==> config.mk <==
export PLATFORM = sky130hd
export DESIGN_NAME = perf_event_counter
export DESIGN_NICKNAME = d
export VERILOG_FILES = /design/src/rtl/perf_event_counter.sv
export SDC_FILE = /design/constraint.sdc
export NUM_CORES = 1
export LEC_CHECK = 0
export BUFFER_PORTS_ARGS = -buffer_cell sky130_fd_sc_hd__buf_4
export CAP_MARGIN = 10
export CORE_ASPECT_RATIO = 0.8
export CORE_MARGIN = 3
export CORE_UTILIZATION = 57
export CTS_BUF_LIST = sky130_fd_sc_hd__clkbuf_8
export DETAILED_ROUTE_END_ITERATION = 10
export PLACE_DENSITY = 0.87
export SYNTH_ARGS = -nofsm -noshare
export SYNTH_HDL_FRONTEND = slang
export SYNTH_SLANG_ARGS = --single-unit
export TNS_END_PERCENT = 100
==> constraint.sdc <==
create_clock -name clk_i -period 2.5 [get_ports clk_i]
set_input_delay 0.25 -clock clk_i [delete_from_list [all_inputs] [get_ports clk_i]]
set_output_delay 0.25 -clock clk_i [all_outputs]
set_load 0.01 [all_outputs]
==> src/rtl/perf_event_counter.sv <==
// ---------------------------------------------------------------------------
// perf_event_counter
//
// Counts clock cycles plus NUM_CH qualified event channels beside a pipelined
// CPU. It stops by itself after LIMIT counted cycles (LIMIT = 0 never stops)
// and exposes any counter through a registered read port.
//
// Parameters
//   NUM_CH    number of event channels (1..15)
//   CNT_W     width of every counter
//   LIMIT     counted cycles before DONE; 0 = never stop
//   SATURATE  1 = counters stick at all-ones; 0 = counters wrap to 0
//
// Ports
//   clk_i      clock
//   rst_n_i    synchronous active-low reset
//   start_i    level enable; counting only while high
//   freeze_i   hold all counters without losing state
//   clear_i    synchronous clear of counters/flags, state back to IDLE
//   event_i    per-channel event strobe
//   inhibit_i  per-channel qualifier; event ignored when high
//   rd_sel_i   0 = cycle counter, k = channel k-1, > NUM_CH reads 0
//   rd_data_o  selected counter, registered (value before the sampling edge)
//   done_o     high while in DONE
//   ovf_o      sticky overflow flags {ch[NUM_CH-1:0], cycle}
//
// Configuration macro
//   PERF_OVF_FLAG_EN  when defined, ovf_o bits are set on the edge a counter
//                     overflows; when undefined, ovf_o is tied to 0.
// ---------------------------------------------------------------------------
module perf_event_counter #(
  parameter int NUM_CH   = 4,
  parameter int CNT_W    = 32,
  parameter int LIMIT    = 30,
  parameter int SATURATE = 0
) (
  input  logic              clk_i,
  input  logic              rst_n_i,
  input  logic              start_i,
  input  logic              freeze_i,
  input  logic              clear_i,
  input  logic [NUM_CH-1:0] event_i,
  input  logic [NUM_CH-1:0] inhibit_i,
  input  logic [3:0]        rd_sel_i,
  output logic [CNT_W-1:0]  rd_data_o,
  output logic              done_o,
  output logic [NUM_CH:0]   ovf_o
);

  typedef enum logic [1:0] {
    ST_IDLE = 2'd0,
    ST_RUN  = 2'd1,
    ST_DONE = 2'd2
  } state_e;

  localparam logic [CNT_W-1:0]    CNT_MAX   = {CNT_W{1'b1}};
  localparam logic [CNT_W-1:0]    CNT_ZERO  = {CNT_W{1'b0}};
  // LIMIT widened so a LIMIT that does not fit in CNT_W can never match.
  localparam logic [CNT_W+31:0]   LIMIT_EXT = (CNT_W+32)'(LIMIT);

  state_e            state_q, state_d;
  logic [CNT_W-1:0]  cyc_q, cyc_d;
  logic [CNT_W-1:0]  ch_q [NUM_CH];
  logic [CNT_W-1:0]  ch_d [NUM_CH];
  logic [CNT_W-1:0]  rd_data_q, rd_data_d;
  logic              done_q, done_d;
  logic              count_s;

  // Next counter value: all-ones either sticks or wraps depending on SATURATE.
  function automatic logic [CNT_W-1:0] cnt_next(input logic [CNT_W-1:0] val);
    if (val == CNT_MAX) begin
      cnt_next = (SATURATE != 0) ? CNT_MAX : CNT_ZERO;
    end else begin
      cnt_next = val + {{(CNT_W-1){1'b0}}, 1'b1};
    end
  endfunction

  // An increment of an all-ones counter is an overflow in both modes.
  function automatic logic cnt_ovf(input logic [CNT_W-1:0] val);
    cnt_ovf = (val == CNT_MAX);
  endfunction

`ifdef PERF_OVF_FLAG_EN
  logic [NUM_CH:0] ovf_q, ovf_d;
`endif

  // IDLE with start_i high already counts, so the qualifier covers IDLE and RUN.
  assign count_s = start_i && !freeze_i && (state_q != ST_DONE);

  // Next-state, counter update and read-mux logic.
  always_comb begin
    state_d   = state_q;
    cyc_d     = cyc_q;
    ch_d      = ch_q;
    rd_data_d = CNT_ZERO;
`ifdef PERF_OVF_FLAG_EN
    ovf_d     = ovf_q;
`endif

    // Read port samples pre-update values and ignores clear_i.
    if (rd_sel_i == 4'd0) begin
      rd_data_d = cyc_q;
    end else begin
      for (int k = 0; k < NUM_CH; k++) begin
        if (rd_sel_i == 4'(k + 1)) begin
          rd_data_d = ch_q[k];
        end else begin
          rd_data_d = rd_data_d;
        end
      end
    end

    if (clear_i) begin
      state_d = ST_IDLE;
      cyc_d   = CNT_ZERO;
      for (int k = 0; k < NUM_CH; k++) begin
        ch_d[k] = CNT_ZERO;
      end
`ifdef PERF_OVF_FLAG_EN
      ovf_d   = {(NUM_CH+1){1'b0}};
`endif
    end else begin
      case (state_q)
        ST_IDLE: state_d = start_i ? ST_RUN : ST_IDLE;
        ST_RUN:  state_d = ST_RUN;
        ST_DONE: state_d = ST_DONE;
        default: state_d = ST_IDLE;
      endcase

      if (count_s) begin
        cyc_d = cnt_next(cyc_q);
`ifdef PERF_OVF_FLAG_EN
        ovf_d[0] = ovf_q[0] | cnt_ovf(cyc_q);
`endif
        for (int k = 0; k < NUM_CH; k++) begin
          if (event_i[k] && !inhibit_i[k]) begin
            ch_d[k] = cnt_next(ch_q[k]);
`ifdef PERF_OVF_FLAG_EN
            ovf_d[k+1] = ovf_q[k+1] | cnt_ovf(ch_q[k]);
`endif
          end else begin
            ch_d[k] = ch_q[k];
          end
        end
        // DONE on the edge where the cycle counter reaches LIMIT.
        if ((LIMIT != 0) && ({32'd0, cyc_d} == LIMIT_EXT)) begin
          state_d = ST_DONE;
        end else begin
          state_d = state_d;
        end
      end else begin
        cyc_d = cyc_q;
      end
    end

    done_d = (state_d == ST_DONE);
  end

  // State, counters and registered outputs with synchronous active-low reset.
  always_ff @(posedge clk_i) begin
    if (!rst_n_i) begin
      state_q   <= ST_IDLE;
      cyc_q     <= CNT_ZERO;
      for (int k = 0; k < NUM_CH; k++) begin
        ch_q[k] <= CNT_ZERO;
      end
      rd_data_q <= CNT_ZERO;
      done_q    <= 1'b0;
`ifdef PERF_OVF_FLAG_EN
      ovf_q     <= {(NUM_CH+1){1'b0}};
`endif
    end else begin
      state_q   <= state_d;
      cyc_q     <= cyc_d;
      ch_q      <= ch_d;
      rd_data_q <= rd_data_d;
      done_q    <= done_d;
`ifdef PERF_OVF_FLAG_EN
      ovf_q     <= ovf_d;
`endif
    end
  end

  assign rd_data_o = rd_data_q;
  assign done_o    = done_q;
`ifdef PERF_OVF_FLAG_EN
  assign ovf_o     = ovf_q;
`else
  assign ovf_o     = {(NUM_CH+1){1'b0}};
`endif

endmodule

==> flow_summary.json <==
{
  "wl_per_cell_um": 17.3,
  "stdcell_count": 1526,
  "grt_usage": 0.278,
  "drt_wl_total_um": 26400,
  "syn2layout_area_growth_pct": 13.9,
  "syn_inst": 1229,
  "hold_viol_final": 0,
  "ant_nets": 0,
  "yosysUniqueCellTypes": 53,
  "clock_skew_ns": 0.00827,
  "firstDrtPassIters": 7,
  "drc": 0,
  "vias": 9184,
  "power_frac_clock": 0.390,
  "relSlewSlack": 0.652,
  "gp_congestion": 0.968,
  "crit_start": "cyc_q[9]",
  "powerDensity_nw_per_um2": 496,
  "fin_nets": 1315,
  "rr_startpoint": "cyc_q[9]",
  "cts.sinks": 195,
  "critical_path_required_ns": 2.88,
  "clk_pin_slew_ns": 0.10,
  "hold_start": "rst_n_i",
  "grt_pass1_wl_um": 42500,
  "worst_slew_pin_slew_ns": 0.521,
  "ir_drop_mv": 0.386,
  "synth_common_cells": "dfxtp_1, nor2_1, nand2_1",
  "period_needed_ns": 2.41,
  "htree_levels": 4,
  "synth_seq_cells": 195,
  "synth_most_common_cell": "dfxtp_1",
  "leakage_nw": 3.99,
  "fin_tns_setup_ns": 0,
  "io_buffer_count": 49,
  "cts_root_buf": "clkbuf_8",
  "worstPathArrival_ns": 2.79,
  "cts.hold.buffers_added": 0,
  "start_util": 0.586,
  "final_area_um2": 11100,
  "antenna_cells": 0,
  "pwr-share-seq": 0.566,
  "dp.cells": 1493,
  "crit_path_start_kind": "register",
  "synth_area_leaders": "dfxtp_1, xor2_1, nor2_1",
  "place_area_um2": 10600,
  "yosys.area.top_type": "dfxtp_1",
  "path_class": "reg2reg",
  "insertion_delay_ns": 0.48,
  "fp-row-count": 42,
  "swShare": 0.237,
  "timing.fmax_mhz": 415,
  "die_h_um": 123,
  "die_w_um": 152,
  "cts_inserted_buffers": 17,
  "viasPerCell": 6.02,
  "power_frac_comb": 0.044,
  "async_flop_share": 0,
  "finalSetupViolations": 0,
  "grt_max_degree": 37,
  "crit_fanout": 7,
  "ys_warn_count": 0,
  "grt_overflow": 0,
  "cap_violations": 0,
  "p_sw_mw": 1.31,
  "period_share": 0.963,
  "synth.top_cell.area_share": 0.400,
  "grt_pass1_vias": 8396,
  "finish.utilization": 0.667,
  "fillers": 1320,
  "drive_gt1_frac": 0.140,
  "synth_ff_type": "dfxtp_1",
  "power.total_mw": 5.51,
  "synth_edf_count": 0,
  "syn_area_um2": 9760,
  "report.final.slew_viol_count": 0,
  "p_int_mw": 4.20,
  "core_um2": 16700,
  "syn_avg_cell_area_um2": 7.94,
  "min_path_type": "in2reg",
  "antenna_found_initial": 0,
  "run_status": "finished, final reports clean",
  "synth.yosys.seq_area_share": 0.400,
  "ioPinCount": 55,
  "end_kind": "register",
  "dp_hpwl_um": 18800,
  "drt_iter0_markers": 1116,
  "cts_tree": "built",
  "cts_buffer_depth": 2,
  "design.die.area_um2": 18700
}
[stage by stage]
step	setup WS (ns)	hold WS, ns
2_1_floorplan	0.101	0.404
3_3_place_gp	0.125	0.481
3_5_place_dp	0.0536	0.497
4_1_cts	0.0303	0.183
5_1_grt	-0.00660	0.194
6_report	0.0921	0.200
[registers in the layout (all words and copies together) (netlist names)]
name,flops
ch_q,128
cyc_q,32
done_o,1
rd_data_o,32
state_q,2
[worst max-delay path, cell delays in order (launching register included)]
cell and delay, ns:
dfxtp_1 0.49, nand4_4 0.21, nor4_4 0.28, buf_4 0.19
and3_1 0.15, o22a_2 0.16, o221ai_2 0.08, or4_4 0.54
a31o_1 0.22
[cells by family (layout without fill, tap and decap cells)]
family,after synthesis,count (layout),share of synthesized area
DFF,195,195,0.400
xor gates and xnor gates,135,135,0.121
AOI/OAI and AO/OA,213,213,0.134
muxes,5,5,0.00513
other,1,5,0.000384
adders and majority gates,5,5,0.00641
buffers and inverters,88,161,0.0401
and+or+nand+nor,587,587,0.292
[layer usage]
layer | share of wire | track usage | up-vias | routed length (um)
met5 | 0 | 0 | - | 0
met4 | 0.028 | 0.0904 | 0 | 742
met3 | 0.097 | 0.0602 | 62 | 2570
met2 | 0.43 | 0.425 | 465 | 11400
met1 | 0.44 | 0.396 | 4284 | 11600
li1 | - | - | 4373 | -
[path summary, 6_finish.rpt]
check / to / slack [ns] / cells after the start
min reg2reg: ch_q[49] / 0.51 / 2
max: state_q[0] / 0.09 / 8
max reg2reg: state_q[0] / 0.09 / 8
min: rd_data_o[3] / 0.20 / 2
[power groups by stage]
stage | clock network (mW) | registers [mW] | logic, mW
after detailed placement | 0 | 3.19 | 0.236
after floorplan | 0 | 3.20 | 0.129
after CTS | 2.15 | 3.12 | 0.237
after global placement | 0 | 3.19 | 0.233
after global routing | 2.26 | 3.12 | 0.261
final | 2.15 | 3.12 | 0.243
[cells in the final DEF, fill, tap and decap left out, types with 3 or more instances in the layout]
cell / Yosys / layout
a31oi_1: 7 / 7
ha_1: 5 / 5
nor2_2: 1 / 3
dfxtp_1: 195 / 190
nor4_2: 1 / 3
nand3b_1: 5 / 5
inv_1: 7 / 9
o22ai_1: 3 / 3
dfxtp_2: 0 / 5
buf_4: 13 / 120
nor3_1: 19 / 18
nand4_1: 50 / 50
nand3_1: 56 / 56
or3_1: 17 / 16
or2_2: 3 / 3
a21oi_1: 34 / 34
nor2_1: 177 / 175
nor2b_1: 11 / 11
nand2b_1: 6 / 5
xnor2_1: 52 / 52
clkbuf_8: 0 / 18
nor4_1: 12 / 9
bufinv_16: 0 / 3
and2_1: 5 / 5
nand2_1: 157 / 157
o21ai_0: 85 / 85
xor2_1: 83 / 83
mux2i_1: 5 / 5
conb_1: 1 / 5
and4_1: 17 / 17
a21boi_0: 32 / 32
a311oi_1: 4 / 4
and3_1: 36 / 36
clkinv_2: 0 / 3
clkinvlp_4: 0 / 3
a22oi_1: 36 / 36
[cell type report]
class | instances | area, um2 | share of cell area
Multi-Input combinational cell | 950 | 5550 | 0.499
Clock buffer | 18 | 248 | 0.0223
Sequential cell | 195 | 3910 | 0.352
Inverter | 7 | 26.3 | 0.00237
Clock inverter | 14 | 161 | 0.0145
Tap cell | 220 | 275 | 0.0248
Timing Repair Buffer | 122 | 941 | 0.0847
[repair_timing]
| item | in CTS | in global routing |
|---|---|---|
| gates resized for setup | 0 | 13 |
| endpoints found under the setup margin | 0 | 7 |
| buffers inserted | 0 | 1 |
(Power assumes the default switching activity.)
